==> config.mk <==
export PLATFORM = sky130hd
export DESIGN_NAME = pipeline_ctrl_flat
export DESIGN_NICKNAME = d
export VERILOG_FILES = /design/src/rtl/pipe_ctrl_pkg.sv /design/src/rtl/pipeline_ctrl_if.sv /design/src/rtl/hazard_detect.sv /design/src/rtl/pipeline_ctrl.sv /design/src/flat_wrapper.sv
export SDC_FILE = /design/constraint.sdc
export NUM_CORES = 1
export LEC_CHECK = 0
export ABC_CLOCK_PERIOD_IN_PS = 4900
export BUFFER_PORTS_ARGS = -buffer_cell sky130_fd_sc_hd__buf_2
export CORE_AREA = 8 8 100 80
export DETAILED_ROUTE_END_ITERATION = 10
export DIE_AREA = 0 0 108 88
export SYNTH_ARGS = -nofsm -noshare
export SYNTH_HDL_FRONTEND = slang
export SYNTH_SLANG_ARGS = --single-unit
==> constraint.sdc <==
create_clock -name clk -period 4.9 [get_ports clk]
set_input_delay 0.245 -clock clk [delete_from_list [all_inputs] [get_ports clk]]
set_output_delay 0.245 -clock clk [all_outputs]
set_load 0.01 [all_outputs]
==> src/rtl/pipe_ctrl_pkg.sv <==
// Shared types and constants for the in-order pipeline hazard/stall controller.
package pipe_ctrl_pkg;

    localparam int CNT_W = 16;
    localparam logic [CNT_W-1:0] CNT_MAX = {CNT_W{1'b1}};
    // addi x0,x0,0: what a flushed or bubbled stage register holds
    localparam logic [31:0] NOP_INSN = 32'h0000_0013;

    typedef enum logic [1:0] {
        RUN      = 2'd0,
        MEM_WAIT = 2'd1,
        DISCARD  = 2'd2
    } pipe_state_e;

    function automatic logic [CNT_W-1:0] sat_inc(input logic [CNT_W-1:0] v);
        return (v == CNT_MAX) ? v : v + {{(CNT_W-1){1'b0}}, 1'b1};
    endfunction

endpackage

==> src/rtl/pipeline_ctrl_if.sv <==
// Stage-status inputs and stage-register control outputs of the pipeline controller.
interface pipeline_ctrl_if;
    import pipe_ctrl_pkg::*;

    logic [4:0]       id_rs1;
    logic [4:0]       id_rs2;
    logic             id_use_rs1;
    logic             id_use_rs2;
    logic [4:0]       ex_rd;
    logic             ex_mem_read;
    logic             ex_redirect;
    logic             imem_valid;
    logic             mem_busy;
    logic             dmem_ready;
    logic             pc_we;
    logic             if_id_we;
    logic             id_ex_we;
    logic             if_id_flush;
    logic             id_ex_bubble;
    logic             pc_sel_redirect;
    logic [CNT_W-1:0] stall_cnt;
    logic [CNT_W-1:0] redirect_cnt;

    modport master (
        output id_rs1, id_rs2, id_use_rs1, id_use_rs2, ex_rd, ex_mem_read,
               ex_redirect, imem_valid, mem_busy, dmem_ready,
        input  pc_we, if_id_we, id_ex_we, if_id_flush, id_ex_bubble,
               pc_sel_redirect, stall_cnt, redirect_cnt
    );

    modport slave (
        input  id_rs1, id_rs2, id_use_rs1, id_use_rs2, ex_rd, ex_mem_read,
               ex_redirect, imem_valid, mem_busy, dmem_ready,
        output pc_we, if_id_we, id_ex_we, if_id_flush, id_ex_bubble,
               pc_sel_redirect, stall_cnt, redirect_cnt
    );

endinterface

==> src/rtl/hazard_detect.sv <==
// Load-use hazard compare between the instruction in ID and a load in EX.
module hazard_detect (
    input  logic [4:0] id_rs1,
    input  logic [4:0] id_rs2,
    input  logic       id_use_rs1,
    input  logic       id_use_rs2,
    input  logic [4:0] ex_rd,
    input  logic       ex_mem_read,
    output logic       hazard
);

    logic rs1_match_s;
    logic rs2_match_s;

    // x0 is hardwired zero, so a load targeting it never produces a dependency
    assign rs1_match_s = id_use_rs1 && (id_rs1 == ex_rd);
    assign rs2_match_s = id_use_rs2 && (id_rs2 == ex_rd);
    assign hazard      = ex_mem_read && (ex_rd != 5'd0) && (rs1_match_s || rs2_match_s);

endmodule

==> src/rtl/pipeline_ctrl.sv <==
// Pipeline stall/flush controller: MEM wait > redirect > load-use > fetch wait,
// plus saturating stall and redirect performance counters.
module pipeline_ctrl
    import pipe_ctrl_pkg::*;
(
    input  logic           clk,
    input  logic           reset,
    pipeline_ctrl_if.slave bus
);

    pipe_state_e      state_r;
    pipe_state_e      next_s;
    logic             hazard_s;
    logic             mem_wait_s;
    logic             pc_we_s;
    logic             if_id_we_s;
    logic             id_ex_we_s;
    logic             flush_s;
    logic             bubble_s;
    logic             sel_s;
    logic             redirect_evt_s;
    logic [CNT_W-1:0] stall_cnt_r;
    logic [CNT_W-1:0] redirect_cnt_r;

    hazard_detect u_hazard (
        .id_rs1      (bus.id_rs1),
        .id_rs2      (bus.id_rs2),
        .id_use_rs1  (bus.id_use_rs1),
        .id_use_rs2  (bus.id_use_rs2),
        .ex_rd       (bus.ex_rd),
        .ex_mem_read (bus.ex_mem_read),
        .hazard      (hazard_s)
    );

    assign mem_wait_s = bus.mem_busy && !bus.dmem_ready;

    // Next-state and stage-control decode; a completing MEM_WAIT falls through to RUN rules
    always_comb begin
        next_s         = state_r;
        pc_we_s        = 1'b1;
        if_id_we_s     = 1'b1;
        id_ex_we_s     = 1'b1;
        flush_s        = 1'b0;
        bubble_s       = 1'b0;
        sel_s          = 1'b0;
        redirect_evt_s = 1'b0;
        if (!reset) begin
            pc_we_s    = 1'b0;
            if_id_we_s = 1'b0;
            flush_s    = 1'b1;
            bubble_s   = 1'b1;
            next_s     = RUN;
        end else if (mem_wait_s) begin
            pc_we_s    = 1'b0;
            if_id_we_s = 1'b0;
            id_ex_we_s = 1'b0;
            next_s     = MEM_WAIT;
        end else begin
            case (state_r)
                RUN, MEM_WAIT: begin
                    if (bus.ex_redirect) begin
                        sel_s          = 1'b1;
                        flush_s        = 1'b1;
                        bubble_s       = 1'b1;
                        redirect_evt_s = 1'b1;
                        next_s         = DISCARD;
                    end else if (hazard_s) begin
                        pc_we_s    = 1'b0;
                        if_id_we_s = 1'b0;
                        bubble_s   = 1'b1;
                        next_s     = RUN;
                    end else if (!bus.imem_valid) begin
                        pc_we_s    = 1'b0;
                        if_id_we_s = 1'b0;
                        bubble_s   = 1'b1;
                        next_s     = RUN;
                    end else begin
                        next_s = RUN;
                    end
                end
                DISCARD: begin
                    // the first fetch returned after a redirect is wrong-path and is dropped
                    if (bus.ex_redirect) begin
                        sel_s          = 1'b1;
                        flush_s        = 1'b1;
                        bubble_s       = 1'b1;
                        redirect_evt_s = 1'b1;
                        next_s         = DISCARD;
                    end else if (bus.imem_valid) begin
                        flush_s = 1'b1;
                        next_s  = RUN;
                    end else begin
                        pc_we_s    = 1'b0;
                        if_id_we_s = 1'b0;
                        bubble_s   = 1'b1;
                        next_s     = DISCARD;
                    end
                end
                default: begin
                    pc_we_s    = 1'b0;
                    if_id_we_s = 1'b0;
                    flush_s    = 1'b1;
                    bubble_s   = 1'b1;
                    next_s     = RUN;
                end
            endcase
        end
    end

    // State register
    always_ff @(posedge clk) begin
        if (!reset) begin
            state_r <= RUN;
        end else begin
            state_r <= next_s;
        end
    end

    // Saturating performance counters
    always_ff @(posedge clk) begin
        if (!reset) begin
            stall_cnt_r    <= {CNT_W{1'b0}};
            redirect_cnt_r <= {CNT_W{1'b0}};
        end else begin
            if (!pc_we_s) begin
                stall_cnt_r <= sat_inc(stall_cnt_r);
            end
            if (redirect_evt_s) begin
                redirect_cnt_r <= sat_inc(redirect_cnt_r);
            end
        end
    end

    assign bus.pc_we           = pc_we_s;
    assign bus.if_id_we        = if_id_we_s;
    assign bus.id_ex_we        = id_ex_we_s;
    assign bus.if_id_flush     = flush_s;
    assign bus.id_ex_bubble    = bubble_s;
    assign bus.pc_sel_redirect = sel_s;
    assign bus.stall_cnt       = stall_cnt_r;
    assign bus.redirect_cnt    = redirect_cnt_r;

endmodule

==> src/flat_wrapper.sv <==
// flat-port wrapper written by rule: the top's interface ports become plain ports
module pipeline_ctrl_flat import pipe_ctrl_pkg::*;
  (clk, reset, bus_id_rs1, bus_id_rs2, bus_id_use_rs1, bus_id_use_rs2, bus_ex_rd, bus_ex_mem_read, bus_ex_redirect, bus_imem_valid, bus_mem_busy, bus_dmem_ready, bus_pc_we, bus_if_id_we, bus_id_ex_we, bus_if_id_flush, bus_id_ex_bubble, bus_pc_sel_redirect, bus_stall_cnt, bus_redirect_cnt);
  pipeline_ctrl_if bus_i ();
  input  logic clk;
  input  logic reset;
  input wire logic [$bits(bus_i.id_rs1)-1:0] bus_id_rs1;
  input wire logic [$bits(bus_i.id_rs2)-1:0] bus_id_rs2;
  input wire logic [$bits(bus_i.id_use_rs1)-1:0] bus_id_use_rs1;
  input wire logic [$bits(bus_i.id_use_rs2)-1:0] bus_id_use_rs2;
  input wire logic [$bits(bus_i.ex_rd)-1:0] bus_ex_rd;
  input wire logic [$bits(bus_i.ex_mem_read)-1:0] bus_ex_mem_read;
  input wire logic [$bits(bus_i.ex_redirect)-1:0] bus_ex_redirect;
  input wire logic [$bits(bus_i.imem_valid)-1:0] bus_imem_valid;
  input wire logic [$bits(bus_i.mem_busy)-1:0] bus_mem_busy;
  input wire logic [$bits(bus_i.dmem_ready)-1:0] bus_dmem_ready;
  output wire logic [$bits(bus_i.pc_we)-1:0] bus_pc_we;
  output wire logic [$bits(bus_i.if_id_we)-1:0] bus_if_id_we;
  output wire logic [$bits(bus_i.id_ex_we)-1:0] bus_id_ex_we;
  output wire logic [$bits(bus_i.if_id_flush)-1:0] bus_if_id_flush;
  output wire logic [$bits(bus_i.id_ex_bubble)-1:0] bus_id_ex_bubble;
  output wire logic [$bits(bus_i.pc_sel_redirect)-1:0] bus_pc_sel_redirect;
  output wire logic [$bits(bus_i.stall_cnt)-1:0] bus_stall_cnt;
  output wire logic [$bits(bus_i.redirect_cnt)-1:0] bus_redirect_cnt;
  assign bus_i.id_rs1 = bus_id_rs1;
  assign bus_i.id_rs2 = bus_id_rs2;
  assign bus_i.id_use_rs1 = bus_id_use_rs1;
  assign bus_i.id_use_rs2 = bus_id_use_rs2;
  assign bus_i.ex_rd = bus_ex_rd;
  assign bus_i.ex_mem_read = bus_ex_mem_read;
  assign bus_i.ex_redirect = bus_ex_redirect;
  assign bus_i.imem_valid = bus_imem_valid;
  assign bus_i.mem_busy = bus_mem_busy;
  assign bus_i.dmem_ready = bus_dmem_ready;
  assign bus_pc_we = bus_i.pc_we;
  assign bus_if_id_we = bus_i.if_id_we;
  assign bus_id_ex_we = bus_i.id_ex_we;
  assign bus_if_id_flush = bus_i.if_id_flush;
  assign bus_id_ex_bubble = bus_i.id_ex_bubble;
  assign bus_pc_sel_redirect = bus_i.pc_sel_redirect;
  assign bus_stall_cnt = bus_i.stall_cnt;
  assign bus_redirect_cnt = bus_i.redirect_cnt;
  pipeline_ctrl u_core (.clk(clk), .reset(reset), .bus(bus_i));
endmodule
==> impl_metrics.env <==
export IMPL_drc_errors=0
export IMPL_synth_cells=223
export IMPL_ir_drop_mv=0.108
export IMPL_syn_area_per_cell_um2=8.30
export IMPL_initial_core_util=0.286
export IMPL_final_util=0.359
export IMPL_cts_setup_buffers=0
export IMPL_grt_pass1_vias=1661
export IMPL_regArea_um2=681
export IMPL_arrival_ps=2290
export IMPL_cpPeakStageDelay_ps=390
export IMPL_place_ws_ps=2750
export IMPL_dieWidth_um=108
export IMPL_io_pin_count=62
export IMPL_synth_fp_nets=249
export IMPL_place_inst=362
export IMPL_power_leakage_uw=0.00103
export IMPL_multi_input_area_mm2=0.00110
export IMPL_ant_nets=0
export IMPL_power_density_mw_per_mm2=246
export IMPL_yosysTopAreaCell="dfxtp_1"
export IMPL_port_buffers=61
export IMPL_stdcell_count=370
export IMPL_max_slew_margin=0.480
export IMPL_synthArstFlopShare=0
export IMPL_finalSetupTns_ps=0
export IMPL_rsz0062_at_grt="no"
export IMPL_wl_met1_um=2420
export IMPL_clock_skew_ps=8.52
export IMPL_drt_iter0_markers=63
export IMPL_maxCapViolations=0
export IMPL_gp_congestion=0.806
export IMPL_hpwl_um=3780
export IMPL_fin_ws_ps=2800
export IMPL_drt_vias_per_instance=4.81
export IMPL_antenna_cells=0
export IMPL_synth_top_area_frac=0.368
export IMPL_crit_slowest_cell="dfxtp_1"
export IMPL_area_delta_synth_final_pct=25.5
export IMPL_grtUsageTotal=0.105
export IMPL_wire_per_inst_um=13.4
export IMPL_status="finished, final reports clean"
export IMPL_yosys_top_cells_area="dfxtp_1 (37%), xnor2_1 (8.5%), nor2_1 (5.9%)"
export IMPL_grt_pass1_wl_um=8100
export IMPL_cts_tree="built"
export IMPL_dr_pass1_iters=4
export IMPL_ys_flop_type="dfxtp_1"
export IMPL_root_buffer="clkbuf_8"
export IMPL_cts_resized=0
export IMPL_crit_chain="ha_1, nand4_1, nor4_1, o21bai_1, nand2_4, a31o_2, a21oi_1"
export IMPL_clk_pin_slew_worst_paths_ps=70
export IMPL_fin_crit_sh=0.428
export IMPL_fin_crit_ps=2100
export IMPL_drv_slew=0
export IMPL_drive_gt1_frac=0.273
export IMPL_fp_dieArea_mm2=0.00950
export IMPL_hold_buffers=0
export IMPL_finalHoldViolations=0
export IMPL_end_kind="flip-flop"
export IMPL_wl_met2_um=2000
export IMPL_synth_cell_area_mm2=0.00185
export IMPL_met3_length_um=507
export IMPL_drt_wl_total_um=4970
export IMPL_fin_nets=311
export IMPL_synth_edff_count=0
export IMPL_clock_sinks=34
export IMPL_yosysSeqAreaShare=0.368
export IMPL_highest_layer="met4"
export IMPL_post_synth_num_cell_types=43
export IMPL_core_area_mm2=0.00647
export IMPL_hold_path_class="in2reg"
export IMPL_die_y_um=88
export IMPL_antenna_found_initial=0
export IMPL_htreeDepth=2
export IMPL_setup_viol=0
export IMPL_grt_max_degree=26
export IMPL_worstMarginPinSlew_ps=775
export IMPL_crit_path_max_fanout=16
export IMPL_max_freq_mhz=477
export IMPL_start_kind="flip-flop"
export IMPL_fillers=716
export IMPL_via_count=1781
export IMPL_cts_buffers=5
export IMPL_total_power_uw=572
export IMPL_clockBufferDepth=2
export IMPL_ys_ff_latch=34
export IMPL_required_ps=5100
export IMPL_rows=26
export IMPL_setup_worst_path_class="reg2reg"
export IMPL_yosysWarnings=0
export IMPL_clkLatencyLatePin_ps=290
export IMPL_grt_ovfl_total=0
[path summary, 6_finish.rpt]
| path | startpoint | end | slack, ps | cells past startpoint |
|---|---|---|---|---|
| min | bus_ex_redirect | u_core.state_r[1] | 290 | 3 |
| max reg2reg | u_core.bus.stall_cnt[0] | u_core.bus.stall_cnt[14] | 2800 | 7 |
| min reg2reg | u_core.bus.stall_cnt[6] | u_core.bus.stall_cnt[6] | 490 | 2 |
| max | u_core.bus.stall_cnt[0] | u_core.bus.stall_cnt[14] | 2800 | 7 |
[synth_stat cells (3+ instances only)]
| cell type | count |
|---|---|
| and4_1 | 3 |
| xor2_1 | 7 |
| nand3_1 | 10 |
| mux2i_1 | 9 |
| a31oi_1 | 3 |
| a31o_2 | 3 |
| nand4_1 | 13 |
| nor2_1 | 29 |
| nor3_1 | 3 |
| a21oi_1 | 8 |
| nand2b_1 | 8 |
| nand2_1 | 22 |
| inv_1 | 10 |
| and3_1 | 7 |
| xnor2_1 | 18 |
| dfxtp_1 | 34 |
| o21ai_0 | 3 |
| clkbuf_1 | 4 |
[state kept, by name, summed over array words and instances, names as in the netlist]
name and cells:
u_core.bus.stall_cnt 16, u_core.state_r 2, u_core.bus.redirect_cnt 16
[cells in the final DEF (no fill, tap or decap), types with 2 or more instances in the layout]
| cell | Yosys | layout |
|---|---|---|
| nand4_1 | 13 | 13 |
| buf_2 | 0 | 61 |
| and2_1 | 2 | 2 |
| and3_1 | 7 | 7 |
| nand3_1 | 10 | 10 |
| nor2b_1 | 2 | 2 |
| nor3_1 | 3 | 3 |
| ha_1 | 2 | 2 |
| nand2b_1 | 8 | 8 |
| xor2_1 | 7 | 7 |
| clkbuf_8 | 0 | 6 |
| a31o_2 | 3 | 3 |
| o21ai_0 | 3 | 3 |
| a211oi_1 | 2 | 2 |
| mux2i_1 | 9 | 9 |
| and4_1 | 3 | 3 |
| dfxtp_1 | 34 | 34 |
| a31oi_1 | 3 | 3 |
| xnor2_1 | 18 | 18 |
| nand2_1 | 22 | 22 |
| nor2_1 | 29 | 29 |
| inv_1 | 10 | 10 |
| a21oi_1 | 8 | 8 |
[layout make-up]
type                       instances  share of cell area
timing repair buffer              61               0.131
clock buffer                       6              0.0355
multi-input combinational        172               0.472
clock inverter                     2             0.00539
inverter                          11              0.0178
sequential                        34               0.293
tap                               84              0.0452
[worst max-delay path, delay by kind of cell (launching register included)]
family                     cells  cell delay (ps)
adders and majority gates      1              250
and+or+nand+nor                3              690
AOI/OAI and AO/OA              3              670
DFF                            1              390
[where the power goes]
group          internal [uW]  switching [uW]  total, uW
sequential               281            5.15        286
clock                    113             109        222
combinational           28.3            36.2       64.5
total                    422             150        572
[kinds of logic (layout without fill, tap and decap cells)]
kind of cell,Yosys count,count (layout),synth area share
flip-flops,34,34,0.368
adder cells (fa/ha/maj),2,2,0.0135
AO/OA/AOI/OAI,26,26,0.0926
multiplexers,9,9,0.0487
AND/OR/NAND/NOR,110,110,0.319
XOR/XNOR,25,25,0.118
buffers and inverters,17,80,0.0405
[metrics by stage]
stage          hold slack (ps)  cell area [um2]
2_1_floorplan              362             1850
3_3_place_gp               469             2230
3_5_place_dp               491             2230
4_1_cts                    285             2320
5_1_grt                    297             2320
6_report                   291             2320
[routing by layer]
layer	GRT usage	vias to the layer above
met5	0	-
li1	-	898
met1	0.136	824
met4	0.0264	0
met2	0.153	54
met3	0.0471	5
Note: power is estimated with default switching activity, not from simulation.
